File: src/rtl/req_arbiter.sv
// req_arbiter: N-way request arbiter with fixed-priority and round-robin modes.
// The grant is registered and one-hot, and it stays with its owner while the
// owner keeps requesting. When other requesters are waiting, the owner is
// forced to rotate after MAX_HOLD consecutive cycles.
module req_arbiter #(
   parameter int N        = 4,
   parameter int MAX_HOLD = 8,
   parameter int IDW      = $clog2(N)
) (
   input  logic           clk,
   input  logic           rst,
   input  logic           mode,
   input  logic [N-1:0]   req,
   output logic [N-1:0]   gnt,
   output logic           gnt_valid,
   output logic [IDW-1:0] gnt_id
);

   localparam int HW = $clog2(MAX_HOLD + 1);

   typedef enum logic {
      IDLE,
      GRANT
   } state_t;

   state_t         state;
   logic [IDW-1:0] rr_ptr;
   logic [HW-1:0]  hold_cnt;

   logic [N-1:0]   cand;
   logic           cand_any;
   logic [IDW-1:0] win_fp;
   logic [IDW-1:0] win_rr;
   logic [IDW-1:0] win;
   logic           rr_found;
   int unsigned    scan_idx;
   logic [N-1:0]   win_oh;
   logic [IDW-1:0] win_next;
   logic           owner_req;
   logic           hold_full;
   logic           do_grant;
   logic           do_drop;

   // gnt is the one-hot code of the owner in GRANT and zero in IDLE.
   // Masking req with ~gnt therefore excludes the current owner, and it is
   // a no-op when the arbiter is idle.
   assign cand     = req & ~gnt;
   assign cand_any = |cand;

   // Winner search: highest set index, or the first set index found
   // scanning upward from rr_ptr with wrap-around.
   always_comb begin
      win_fp   = '0;
      win_rr   = '0;
      rr_found = 1'b0;
      scan_idx = 0;
      for (int unsigned i = 0; i < N; i++) begin
         if (cand[IDW'(i)]) win_fp = IDW'(i);
      end
      for (int unsigned i = 0; i < N; i++) begin
         scan_idx = (32'(rr_ptr) + i) % N;
         if (!rr_found && cand[IDW'(scan_idx)]) begin
            win_rr   = IDW'(scan_idx);
            rr_found = 1'b1;
         end
      end
      win = mode ? win_rr : win_fp;
   end

   // One-hot code of the winner, and the pointer value that follows it.
   always_comb begin
      win_oh = '0;
      for (int unsigned i = 0; i < N; i++) begin
         win_oh[i] = (IDW'(i) == win);
      end
      win_next = (win == IDW'(N - 1)) ? '0 : win + IDW'(1);
   end

   // Decide whether this cycle takes a new winner or drops to idle.
   always_comb begin
      owner_req = req[gnt_id];
      hold_full = (hold_cnt >= HW'(MAX_HOLD));
      do_grant  = 1'b0;
      do_drop   = 1'b0;
      case (state)
         IDLE:    do_grant = cand_any;
         GRANT: begin
            if (!owner_req) begin
               do_grant = cand_any;
               do_drop  = !cand_any;
            end else if (hold_full) begin
               do_grant = cand_any;
            end
         end
         default: do_drop = 1'b1;
      endcase
   end

   // Arbiter FSM with registered grant outputs, rotation pointer and hold counter.
   always_ff @(posedge clk) begin
      if (rst) begin
         state     <= IDLE;
         gnt       <= '0;
         gnt_valid <= 1'b0;
         gnt_id    <= '0;
         rr_ptr    <= '0;
         hold_cnt  <= '0;
      end else if (do_grant) begin
         state     <= GRANT;
         gnt       <= win_oh;
         gnt_valid <= 1'b1;
         gnt_id    <= win;
         rr_ptr    <= win_next;
         hold_cnt  <= HW'(1);
      end else if (do_drop) begin
         state     <= IDLE;
         gnt       <= '0;
         gnt_valid <= 1'b0;
      end else if (state == GRANT) begin
         // The owner keeps the grant. At the limit with nobody waiting,
         // the count restarts instead of the grant being dropped.
         if (hold_full) hold_cnt <= HW'(1);
         else           hold_cnt <= hold_cnt + HW'(1);
      end
   end

endmodule

File: config.mk
export PLATFORM = sky130hd
export DESIGN_NAME = req_arbiter
export DESIGN_NICKNAME = d
export VERILOG_FILES = /design/src/rtl/req_arbiter.sv
export SDC_FILE = /design/constraint.sdc
export NUM_CORES = 1
export LEC_CHECK = 0
export CORE_MARGIN = 2
export CORE_UTILIZATION = 54
export CTS_CLUSTER_DIAMETER = 150
export DETAILED_ROUTE_END_ITERATION = 7
export GPL_ROUTABILITY_DRIVEN = 0
export HOLD_SLACK_MARGIN = 0.05
export MAX_ROUTING_LAYER = met4
export PLACE_DENSITY = 0.81
export SLEW_MARGIN = 30
export SYNTH_ARGS = -nofsm -noshare
export SYNTH_HDL_FRONTEND = slang
export SYNTH_SLANG_ARGS = --single-unit
File: constraint.sdc
create_clock -name clk -period 5.2 [get_ports clk]
set_input_delay 0.52 -clock clk [delete_from_list [all_inputs] [get_ports clk]]
set_output_delay 0.52 -clock clk [all_outputs]
set_load 0.05 [all_outputs]
==> results.md <==
- Worst Reg-to-Reg Cells: 7
- Setup TNS: 0 ns
- Final nets: approximately 120
- Crit. Startpoint: req[2]
- Final Hold Vio Count: 0
- FP Rows: 13
- TritonCTS clock tree: done
- F_max: around 0.43 GHz
- Post-route design area: slightly below 1000 um^2
- WS Path Type: in -> reg
- Routed Antenna Nets: 0
- Worst hold path type: reg -> reg
- Drt via density: about 5.8
- Syn Area/Cell: just under 9 um^2
- Clock Sinks: 13
- Multi-input gate area: 507 um^2
- Die Wd: between 40 and 50 um
- Flops & latches, synth: 13
- Root buf cell: clkbuf_4
- Vias in the first global route: between 600 and 700
- Post-synth ARST share: 0%
- Core area: 1350 um^2
- Longest Clk Path Bufs: 2
- Share of layout cells above drive strength 1: between 10 and 15%
- Initial DRC Count: 20
- Io pins: 14
- Reg area: around 260 um^2
- Most frequent cells in the layout: dfxtp_1 (13), clkdlybuf4s50_1 (13), nor2_1 (12)
- Fillers: about 110
- Detailed-route via count: around 710
- Crit end category: flop
- Worst Max-Slew Pin Slew: about 0.53 ns
- Cell variety after synth: 32
- Top_reg_cell synth: dfxtp_1
- Post-Syn Instances: 92
- Crit path to: rr_ptr[1]
- Global route overflow: 0
- Placed cell areas: 938 um^2
- Drt drc: 0
- Tot GR Track Use: approximately a fifth
- Lkg Pwr: around 0.37 nW
- Die area: about 1800 um^2
- Layout area overhead: 19.9%
- Antenna violations before repair: 0
- CP Launch Type: input pin
- Final Setup Violations: 0
- Starting Density: a little under 60%
- Max VDD drop: around 0.25 mV
- First-pass DRT Iterations: 4
- Worst EP required: ~5.4 ns
- Slew Limit Fails: 0
- Number of buffers created by CTS: 3
- Resized cells post-CTS: 0
- HPWL Detailed: roughly 1300 um
- Netlist Area Pre-Place: ~800 um^2
- R2R Path Start: gnt[0]
- Syn_nets: about 110
- Setup slack, reg-to-reg: 3.21 ns
- First-pass GRT wire length: approximately 2800 um
- Clk slew on worst S/H paths: 0.08 ns
- Drt total wl: ~1700 um
- Pwr/cell area: 360 nW/um^2
- H-tree levels: 1
- Outcome: finished clean
- Largest net degree at the start of global routing: 15
- Worst relative slew slack: between 60 and 70%
- Die height: roughly 43 um
- Worst EP arrival: around 2.5 ns
- Max_cap viols: 0
- Final Cycle Share: between 40 and 50%
- Worst flop-to-flop path endpoint: rr_ptr[1]
- Min Tclk post-route: ~2.3 ns
- # Post-CTS Setup Buffers: 0
- Wirelength per Cell: ~14 um
- RSZ-0062 raised after global routing: no
- Clk_skew: 0.00514 ns
- Post-CTS Hold Fix Bufs: 0
- ANT cells: 0
- Post-synthesis sequential area ratio: between 30% and 40%
- Port bufs: 13
- CP Max Fanout: 7
- EDFF count, synth: 0
- Syn. warnings: 0
- Clk_lat worst skew: approximately 0.28 ns
## worst min-delay path by stage
stage,startpoint,end,slack (ns),cells past startpoint
2_1_floorplan,hold_cnt[1],hold_cnt[1],0.46,2
3_3_place_gp,hold_cnt[1],hold_cnt[1],0.49,2
3_5_place_dp,hold_cnt[1],hold_cnt[1],0.50,2
4_1_cts,hold_cnt[1],hold_cnt[1],0.51,2
5_1_grt,hold_cnt[1],hold_cnt[1],0.55,2
6_report,hold_cnt[1],hold_cnt[1],0.51,2
## synthesized netlist by cell type (3+ instances only)
cell type   n  area share (%)
nor2_1     12             5.6
inv_1       6             2.8
ha_1        6             9.3
a21oi_1     4             2.5
nand2b_1    4             3.1
o21ai_0     5             3.1
nand2_1     5             2.3
dfxtp_1    13              32
a211oi_1    6             5.6
nand3_1     4             2.5
a22oi_1     4             3.7
nor2b_1     3             2.3
## area by class of cell
class                   instances  share of cell area (%)
well taps                      15                    1.95
repair buffers                 13                    13.5
clock buffers                   4                    2.72
multi-input cells              71                    52.5
flip-flops and latches         13                    27.0
inverters                       6                    2.33
## registers in the layout, indices dropped and copies added (netlist names)
name      flops
gnt           4
hold_cnt      4
gnt_id        2
rr_ptr        2
state         1
## cells by family (layout without fill, tap and decap cells)
group	count (synthesis)	count (layout)	share of synthesized area (%)
AO/OA/AOI/OAI	26	26	22.6
adder cells (fa/ha/maj)	6	6	9.33
buffers and inverters	8	23	4.66
flip-flops	13	13	32.3
multiplexers	2	2	4.04
AND/OR/NAND/NOR	37	37	27.1
## per-layer routing
metal / GRT usage, % / wire [um] / vias up
met5: - / 0 / -
met3: 4.74 / 64 / 2
met1: 23.4 / 762 / 326
li1: - / - / 362
met2: 36.6 / 837 / 18
met4: 8.75 / 26 / 0
## critical path, stage by stage
cell and delay [ns]:
clkdlybuf4s50_1 0.48, or2b_4 0.31, a211oi_1 0.28, a211oi_1 0.07, a221o_1 0.33, ha_1 0.33, a21oi_1 0.13, nor2_1 0.05
## stage by stage
stage	utilization (%)	total power, mW	cells	setup slack (ns)	hold slack, ns
floorplan	-	0.245	92	3.14	0.464
global placement	69.5	0.284	118	2.61	0.491
detailed placement	69.5	0.284	118	2.58	0.497
CTS	71.5	0.349	122	2.88	0.508
global route	71.5	0.369	122	2.74	0.552
finish	71.5	0.347	122	2.87	0.507
## report_power, final
part | switching (mW) | leakage, nW | total, mW | internal, mW
clock network | 0.0337 | 0.0150 | 0.0636 | 0.0298
logic | 0.0944 | 0.251 | 0.153 | 0.0587
registers | 0.0161 | 0.107 | 0.131 | 0.115
No activity file was read; power rests on OpenSTA's default activity.
